===== config.mk =====
export PLATFORM = sky130hd
export DESIGN_NAME = load_store_unit
export DESIGN_NICKNAME = d
export VERILOG_FILES = /design/src/rtl/lsu_pkg.sv /design/src/rtl/lsu_align.sv /design/src/rtl/load_store_unit.sv
export SDC_FILE = /design/constraint.sdc
export NUM_CORES = 1
export LEC_CHECK = 0
export CAP_MARGIN = 20
export CORE_MARGIN = 8
export CORE_UTILIZATION = 46
export DETAILED_ROUTE_END_ITERATION = 12
export HOLD_SLACK_MARGIN = 0.08
export MAX_ROUTING_LAYER = met4
export PLACE_DENSITY = 0.8
export SYNTH_ARGS = -nofsm -noshare
export SYNTH_HDL_FRONTEND = slang
export SYNTH_SLANG_ARGS = --single-unit

===== constraint.sdc =====
create_clock -name clk -period 2.41 [get_ports clk]
set_input_delay 0.3615 -clock clk [delete_from_list [all_inputs] [get_ports clk]]
set_output_delay 0.3615 -clock clk [all_outputs]
set_load 0.02 [all_outputs]

===== src/rtl/lsu_pkg.sv =====
// Shared definitions for the load/store unit: FSM encoding, access size codes,
// default memory depth and the alignment rule used to decide faults.
package lsu_pkg;

  // Default number of 32-bit words in the attached data memory.
  localparam int LSU_DEPTH = 8;

  // FSM state encoding.
  localparam logic [2:0] ST_IDLE = 3'd0;
  localparam logic [2:0] ST_RD   = 3'd1;
  localparam logic [2:0] ST_MRG  = 3'd2;
  localparam logic [2:0] ST_WR   = 3'd3;
  localparam logic [2:0] ST_RSP  = 3'd4;

  // Access size codes carried on req_size.
  localparam logic [1:0] SZ_BYTE    = 2'b00;
  localparam logic [1:0] SZ_HALF    = 2'b01;
  localparam logic [1:0] SZ_WORD    = 2'b10;
  localparam logic [1:0] SZ_ILLEGAL = 2'b11;

  // True when the size code is illegal or the byte offset is misaligned for it.
  function automatic logic alignFault(input logic [1:0] size, input logic [1:0] lowAddr);
    case (size)
      SZ_BYTE: return 1'b0;
      SZ_HALF: return lowAddr[0];
      SZ_WORD: return |lowAddr;
      default: return 1'b1;
    endcase
  endfunction

endpackage


===== src/rtl/lsu_align.sv =====
// Purely combinational big-endian lane logic: pulls a byte/half/word out of a
// memory word with sign or zero extension, and merges right-aligned store data
// into a memory word for read-modify-write.
module lsu_align
  import lsu_pkg::*;
(
  input  logic [31:0] word,
  input  logic [31:0] wdata,
  input  logic [1:0]  offset,
  input  logic [1:0]  size,
  input  logic        isUnsigned,
  output logic [31:0] extractData,
  output logic [31:0] mergeData
);

  // Byte offset 0 is the most significant byte; half offset 0 is bits 31:16.
  function automatic logic [31:0] extract(input logic [31:0] w, input logic [1:0] off,
                                          input logic [1:0] sz, input logic uns);
    logic [7:0]  b;
    logic [15:0] h;
    case (off)
      2'd0:    b = w[31:24];
      2'd1:    b = w[23:16];
      2'd2:    b = w[15:8];
      default: b = w[7:0];
    endcase
    h = off[1] ? w[15:0] : w[31:16];
    case (sz)
      SZ_BYTE: return uns ? {24'h0, b} : {{24{b[7]}}, b};
      SZ_HALF: return uns ? {16'h0, h} : {{16{h[15]}}, h};
      default: return w;
    endcase
  endfunction

  // Replaces only the addressed lane; the rest of the read word is preserved.
  function automatic logic [31:0] merge(input logic [31:0] w, input logic [31:0] wd,
                                        input logic [1:0] off, input logic [1:0] sz);
    logic [31:0] m;
    m = w;
    case (sz)
      SZ_BYTE: begin
        case (off)
          2'd0:    m[31:24] = wd[7:0];
          2'd1:    m[23:16] = wd[7:0];
          2'd2:    m[15:8]  = wd[7:0];
          default: m[7:0]   = wd[7:0];
        endcase
      end
      SZ_HALF: begin
        if (off[1]) m[15:0]  = wd[15:0];
        else        m[31:16] = wd[15:0];
      end
      default: m = wd;
    endcase
    return m;
  endfunction

  // Both results are always computed; the FSM decides which one to register.
  always_comb begin
    extractData = extract(word, offset, size, isUnsigned);
    mergeData   = merge(word, wdata, offset, size);
  end

endmodule


===== src/rtl/load_store_unit.sv =====
// Memory-stage front end for the MIPS data memory. Accepts one load/store at a
// time, faults misaligned/out-of-range/illegal-size requests, turns sub-word
// stores into read-modify-write, and returns extended load data.
module load_store_unit
  import lsu_pkg::*;
#(
  parameter int DEPTH = LSU_DEPTH
) (
  input  logic        clk,
  input  logic        reset,
  input  logic        req_valid,
  output logic        req_ready,
  input  logic        req_store,
  input  logic [1:0]  req_size,
  input  logic        req_unsigned,
  input  logic [31:0] req_addr,
  input  logic [31:0] req_wdata,
  output logic        resp_valid,
  output logic [31:0] resp_rdata,
  output logic        resp_fault,
  output logic [31:0] mem_adr,
  output logic [31:0] mem_writeIn,
  output logic        mem_writePin,
  output logic        mem_readPin,
  input  logic [31:0] mem_readOut
);

  logic [2:0]  state;
  logic [2:0]  nextState;

  // Request fields captured at accept; inputs are ignored after that.
  logic        reqStore;
  logic        reqUnsigned;
  logic [1:0]  reqSize;
  logic [1:0]  reqOffset;
  logic [31:0] reqWdata;

  logic        accept;
  logic        reqFault;
  logic        reqWordStore;
  logic [31:0] wordIndex;
  logic [31:0] extractData;
  logic [31:0] mergeData;

  assign wordIndex    = {2'b00, req_addr[31:2]};
  assign reqFault     = alignFault(req_size, req_addr[1:0]) || (wordIndex >= $unsigned(DEPTH));
  assign reqWordStore = req_store && (req_size == SZ_WORD);
  assign accept       = req_valid && (state == ST_IDLE);

  // Handshake and strobes decode from state only; reset gates them so a WR
  // cycle that coincides with reset never reaches the memory.
  assign req_ready    = reset || (state == ST_IDLE);
  assign resp_valid   = !reset && (state == ST_RSP);
  assign mem_readPin  = !reset && (state == ST_RD);
  assign mem_writePin = !reset && (state == ST_WR);

  lsu_align uAlign (
    .word        (mem_readOut),
    .wdata       (reqWdata),
    .offset      (reqOffset),
    .size        (reqSize),
    .isUnsigned  (reqUnsigned),
    .extractData (extractData),
    .mergeData   (mergeData)
  );

  // Next-state selection for the IDLE -> (RD -> MRG) -> (WR) -> RSP sequence.
  always_comb begin
    // NOTE: assigning a default first means every path drives nextState, so no latch is inferred.
    nextState = state;
    case (state)
      ST_IDLE: begin
        if (accept) begin
          if (reqFault)          nextState = ST_RSP;
          else if (reqWordStore) nextState = ST_WR;
          else                   nextState = ST_RD;
        end
      end
      ST_RD:   nextState = ST_MRG;
      ST_MRG:  nextState = reqStore ? ST_WR : ST_RSP;
      ST_WR:   nextState = ST_RSP;
      ST_RSP:  nextState = ST_IDLE;
      default: nextState = ST_IDLE;
    endcase
  end

  // State, captured request and registered memory/response datapath.
  always_ff @(posedge clk) begin
    // NOTE: non-blocking assignments so every register samples pre-edge values, matching the hardware.
    if (reset) begin
      state       <= ST_IDLE;
      reqStore    <= 1'b0;
      reqUnsigned <= 1'b0;
      reqSize     <= SZ_BYTE;
      reqOffset   <= 2'd0;
      reqWdata    <= 32'h0;
      mem_adr     <= 32'h0;
      mem_writeIn <= 32'h0;
      resp_rdata  <= 32'h0;
      resp_fault  <= 1'b0;
    end else begin
      state <= nextState;

      if (accept) begin
        reqStore    <= req_store;
        reqUnsigned <= req_unsigned;
        reqSize     <= req_size;
        reqOffset   <= req_addr[1:0];
        reqWdata    <= req_wdata;
        mem_adr     <= wordIndex;
        // A word store skips the read, so its write word is ready at accept.
        if (reqWordStore && !reqFault) mem_writeIn <= req_wdata;
        // Faults go straight to RSP; response fields change only when entering RSP.
        if (reqFault) begin
          resp_rdata <= 32'h0;
          resp_fault <= 1'b1;
        end
      end

      if (state == ST_MRG) begin
        if (reqStore) begin
          mem_writeIn <= mergeData;
        end else begin
          resp_rdata <= extractData;
          resp_fault <= 1'b0;
        end
      end

      // Stores report zero data on completion.
      if (state == ST_WR) begin
        resp_rdata <= 32'h0;
        resp_fault <= 1'b0;
      end
    end
  end

endmodule

==> reports/metrics.yaml, run 1 <==
status: "completed"
cp_max_fo: 26
whs_ps: 268.2
drcViolationCount: 0
die_x_um: 132.5
endpoint_kind: "flop"
io_buffers: 201
max-cap-violations: 0
power_density_nw_per_um2: 643.2
synthArstFlopShare_pct: 0
critPathMaxStageDelay_ps: 600
cp_top_family: "simple AND/OR/NAND/NOR gates"
worstHoldStart: "reset"
ys_seq_area_share_pct: 43.60
rows: 42
ant_nets: 0
fin_skew_ps: 7.899
cp_slowest_cell: "or4b_1"
p_leak_nw: 3.436
dp_hpwl_um: 16360
die_area_sq_um: 17560
yosys_warnings: 0
track_usage_pct: 25.56
antenna_found_initial: 0
fin_crit_sh_pct: 95.53
setup_violations: 0
detail_route.vias_per_cell: 5.846
avgSynthCellArea_sq_um: 8.371
postCtsSetupBuffers: 0
synth_area_sq_um: 6245
period_needed_ps: 2302
vias: 6606
wl_per_cell_um: 19.75
fin_util_pct: 69.50
final_nets: 1047
drv_slew: 0
grt_pass1_wl_um: 35200
ys.flop_type: "dfxtp_1"
cts_buffers: 17
diodes: 0
synth_seq_cells: 136
grt_pass1_vias: 6461
worstSetupStartpoint: "req_addr[30]"
overflow: 0
worst-path-buf-inv: 3
fmax_ghz: 0.4344
die_height_um: 132.5
crit_chain: "clkdlybuf4s50_1, nor4_1, buf_4, nand4_1, or4b_1, a21oi_2, buf_12, o2bb2ai_1"
cp.required_ps: 2760
dr.pass1.iters: 5
cts.sinks: 136
clk_pin_slew_ps: 50
critPathArrivalTime_ps: 2650
wl_um: 22310
cts-root-buf: "clkbuf_16"
synth_edf_count: 0
clk_path_buf_depth: 2
place_congestion: 0.9720
synthCells: 746
rsz0062_at_grt: "false"
timing.rr.start: "state[2]"
coreArea_sq_um: 13240
relSlewSlack_pct: 29.37
cts_tree: "done"
hold_buffers: 0
crit_type: "primary input to flop"
hold_violations: 0
drtIter0Drc: 705
critPathLaunchType: "primary input"
post_cts.resized_instances: 0
vdd_drop_max_mv: 0.4229
drive_above_1_share_pct: 11.32
tightest_slew_ps: 1055
num_io_pins: 204
ys_types: 52
clk-insertion-delay-late_ps: 420
start_util_pct: 47.16
hold_class: "primary input to flop"
syn_to_final_growth_pct: 47.39
grt_max_degree: 70
htreeDepth: 4
-- layout make-up --
cell class	count	area, sq um
Inverter	4	15.01
Clock inverter	9	150.1
Tap cell	176	220.2
Fill cell	1061	4039
Sequential cell	136	2724
Timing Repair Buffer	247	2402
Clock buffer	20	456.7
Multi-Input combinational cell	538	3236
-- power by group --
| group | internal [W] | switching, W |
|---|---|---|
| Sequential | 0.00232 | 0.0000645 |
| Clock | 0.00176 | 0.000933 |
| Combinational | 0.000391 | 0.000451 |
| Total | 0.00447 | 0.00145 |
-- cell usage after synthesis (all sizes together) (9+ instances only) --
master   instances  area share, %
a21oi          129             10
a221oi          16            2.2
a31oi            9           0.90
buf             19            1.6
clkbuf          50            3.0
dfxtp          136             44
mux2i           15            2.4
nand2          163            9.8
nor2            17            1.3
nor3            21            1.8
nor4            17            1.8
o21ai           13            1.1
o2bb2ai         26            3.6
-- stage by stage --
| stage | cell area [sq um] | worst slack, ps | setup TNS [ps] | power [W] | cells |
|---|---|---|---|---|---|
| finish | 9204 | 107.7 | 0 | 0.005920 | 1130 |
| CTS | 9196 | 89.47 | 0 | 0.005935 | 1130 |
| detailed placement | 8589 | -312.7 | -14420 | 0.003252 | 1101 |
| global placement | 8584 | -291.9 | -14350 | 0.003244 | 1100 |
| global route | 9204 | 20.31 | 0 | 0.006135 | 1130 |
| floorplan | 6248 | 343.6 | 0 | 0.002827 | 747 |
-- placed cells by master (no fill, tap or decap), types with 5 or more instances in the layout --
| cell | count |
|---|---|
| clkdlybuf4s50_1 | 199 |
| a22o_1 | 8 |
| nand2b_1 | 5 |
| nor4_1 | 16 |
| nor2_1 | 14 |
| nor3_1 | 19 |
| nand2_1 | 163 |
| mux2_2 | 8 |
| o311a_1 | 8 |
| clkbuf_16 | 17 |
| a21oi_1 | 128 |
| or4_1 | 8 |
| mux2i_1 | 15 |
| a31oi_1 | 9 |
| o221ai_1 | 6 |
| o211a_1 | 8 |
| a211oi_1 | 8 |
| a22oi_1 | 8 |
| a221o_1 | 8 |
| o221a_2 | 8 |
| o2bb2ai_1 | 26 |
| a221oi_1 | 16 |
| dfxtp_1 | 135 |
| o21ai_0 | 12 |
| buf_4 | 41 |
-- sequential cells by signal, indices dropped and copies added, names as in the netlist --
register / flops
resp_rdata: 32
reqWdata: 32
mem_writeIn: 32
reqOffset: 2
state: 3
reqUnsigned: 1
mem_adr: 30
resp_fault: 1
reqSize: 2
reqStore: 1
-- metal layers --
metal / up-vias / part of all wire [%] / GRT usage [%] / routed length (um)
met3: 56 / 8.8 / 7.494 / 1968
met2: 332 / 47 / 39.38 / 10400
met1: 3066 / 42 / 30.68 / 9298
met4: 0 / 2.9 / 10.60 / 649
met5: - / 0 / - / 0
li1: 3152 / - / - / -
-- cell families after synthesis --
group | Yosys count | share of synthesized area [%]
and+or+nand+nor | 249 | 18.55
muxes | 25 | 4.568
buffers and inverters | 73 | 4.889
other | 1 | 0.06005
AOI/OAI and AO/OA | 262 | 28.33
DFF | 136 | 43.60
-- path summary, 6_finish.rpt --
| kind | to | slack [ps] | cells past startpoint |
|---|---|---|---|
| worst max-delay path | resp_rdata[16] | 110 | 8 |
| worst min register to register | mem_adr[4] | 450 | 2 |
| worst max register to register | mem_writeIn[19] | 220 | 5 |
| worst min-delay path | reqUnsigned | 270 | 2 |
No activity file was read; power rests on OpenSTA's default activity.
==> run 2: changes to the inputs <==
--- a/config.mk
+++ b/config.mk
@@ -9,9 +9,10 @@
 export CORE_MARGIN = 8
 export CORE_UTILIZATION = 46
 export DETAILED_ROUTE_END_ITERATION = 12
-export HOLD_SLACK_MARGIN = 0.08
+export GPL_ROUTABILITY_DRIVEN = 0
 export MAX_ROUTING_LAYER = met4
 export PLACE_DENSITY = 0.8
+export SLEW_MARGIN = 20
 export SYNTH_ARGS = -nofsm -noshare
 export SYNTH_HDL_FRONTEND = slang
 export SYNTH_SLANG_ARGS = --single-unit
==> reports/metrics.yaml, run 2 (synthesis gave the netlist of run 1 again) <==
hold_class: "primary input to flop"
crit_type: "primary input to flop"
pre_cts_slack_ps: -314.3
worstHoldStart: "reset"
r2r_end: "mem_writeIn[20]"
die_height_um: 132.5
track_usage_pct: 25.50
tightest_slew_ps: 998.2
hold_buffers: 0
grt_pass1_vias: 6431
mostFrequentLayoutCell: "clkdlybuf4s50_1"
overflow: 0
final_nets: 1046
cp.required_ps: 2760
fmax_ghz: 0.4336
dr.pass1.iters: 5
critPathMaxStageDelay_ps: 590
p_leak_nw: 3.442
period_needed_ps: 2306
cts_buffers: 17
cts-root-buf: "clkbuf_16"
clk_path_buf_depth: 2
die_area_sq_um: 17560
cts_tree: "done"
syn_to_final_growth_pct: 47.53
power_density_nw_per_um2: 641.8
htreeDepth: 4
clk-insertion-delay-late_ps: 420
fin_skew_ps: 6.028
dp_hpwl_um: 16340
relSlewSlack_pct: 33.16
grt_max_degree: 70
drv_slew: 0
timing.rr.start: "state[2]"
coreArea_sq_um: 13240
detail_route.vias_per_cell: 5.821
drtIter0Drc: 604
clk_pin_slew_ps: 60
rows: 42
drcViolationCount: 0
rsz0062_at_grt: "false"
rrSetupSlack_ps: 220
hold_path_depth: 2
cp_slowest_cell: "or4b_1"
ant_nets: 0
io_buffers: 201
layout_setup_ws_ps: 103.7
cts.sinks: 136
final-seq-area_sq_um: 2724
num-fill-cells: 1053
cp_max_fo: 26
status: "completed"
reg_top3: "mem_writeIn (32), reqWdata (32), resp_rdata (32)"
wl_per_cell_um: 19.70
rr_worst_depth: 5
postPlaceCellArea_sq_um: 8591
whs_ps: 270.2
die_x_um: 132.5
postCtsSetupBuffers: 0
fin_area_sq_um: 9213
multi_input_area_sq_um: 3242
num_io_pins: 204
max-cap-violations: 0
fin_tns_setup_ps: 0
critPathLaunchType: "primary input"
antenna_found_initial: 0
diodes: 0
critPathArrivalTime_ps: 2650
start_util_pct: 47.16
crit_chain: "clkdlybuf4s50_1, nor4_1, buf_4, nand4_1, or4b_1, a21oi_2, buf_12, o2bb2ai_1"
hold_violations: 0
wl_um: 22280
drive_above_1_share_pct: 11.62
final_cell_mix: "clkdlybuf4s50_1 (199), nand2_1 (163), dfxtp_1 (135), a21oi_1 (128), buf_4 (41)"
fin_crit_sh_pct: 95.70
power_w: 0.005913
setup_violations: 0
vias: 6584
vdd_drop_max_mv: 0.4414
hold_end: "reqOffset[0]"
endpoint_kind: "flop"
grt_pass1_wl_um: 35110
[run 2: cell types whose count changed in the layout (fill, tap and decap cells not counted), sizes merged]
cell,delta
bufinv,-1
clkinv,+4
clkinvlp,-1
buf,-1
[run 2: worst max-delay path: cells and delay by family]
kind | cells | cell delay, ps
AND/OR/NAND/NOR | 3 | 1130
buffers and inverters | 3 | 790
AO/OA/AOI/OAI | 2 | 340
[run 2: metal layers]
metal / up-vias / GRT usage [%] / wire length (um)
met3: 48 / 7.078 / 1897
li1: 3149 / - / -
met4: 0 / 9.716 / 522
met1: 3024 / 30.37 / 9376
met2: 363 / 40.28 / 10480
met5: - / - / 0
[run 2: how the worst max path moves through the flow]
stage | start | endpoint | slack [ps] | depth (start not counted)
final | req_addr[30] | resp_rdata[18] | 100 | 8
after global routing | req_addr[30] | mem_writeIn[20] | 6 | 8
after CTS | state[0] | req_ready | 80 | 4
after detailed placement | req_addr[30] | resp_rdata[16] | -310 | 8
after global placement | req_addr[30] | resp_rdata[11] | -290 | 8
after floorplan | req_addr[16] | mem_writeIn[23] | 340 | 7
[run 2: area by class of cell]
class                           count  share of cell area [%]
Clock buffer                       20                   5.066
Clock inverter                     11                   1.603
Inverter                            4                  0.1630
Multi-Input combinational cell    538                   35.19
Sequential cell                   136                   29.57
Tap cell                          176                   2.390
Timing Repair Buffer              246                   26.02
[run 2: where the power goes]
group,internal [W],switching [W]
clock,0.00170,0.000987
sequential,0.00232,0.0000642
combinational,0.000391,0.000449
total,0.00441,0.00150
[run 2: per-stage QoR]
stage | util (%) | cells
after detailed placement | 64.87 | 1100
after CTS | 69.51 | 1131
after global routing | 69.57 | 1131
after floorplan | - | 747
final | 69.57 | 1131
after global placement | 64.82 | 1100
[run 2: what timing repair did]
item                       in CTS  in global routing
setup endpoints to repair       0                  2
resized for setup               0                  2
hold endpoints to repair        0                  0
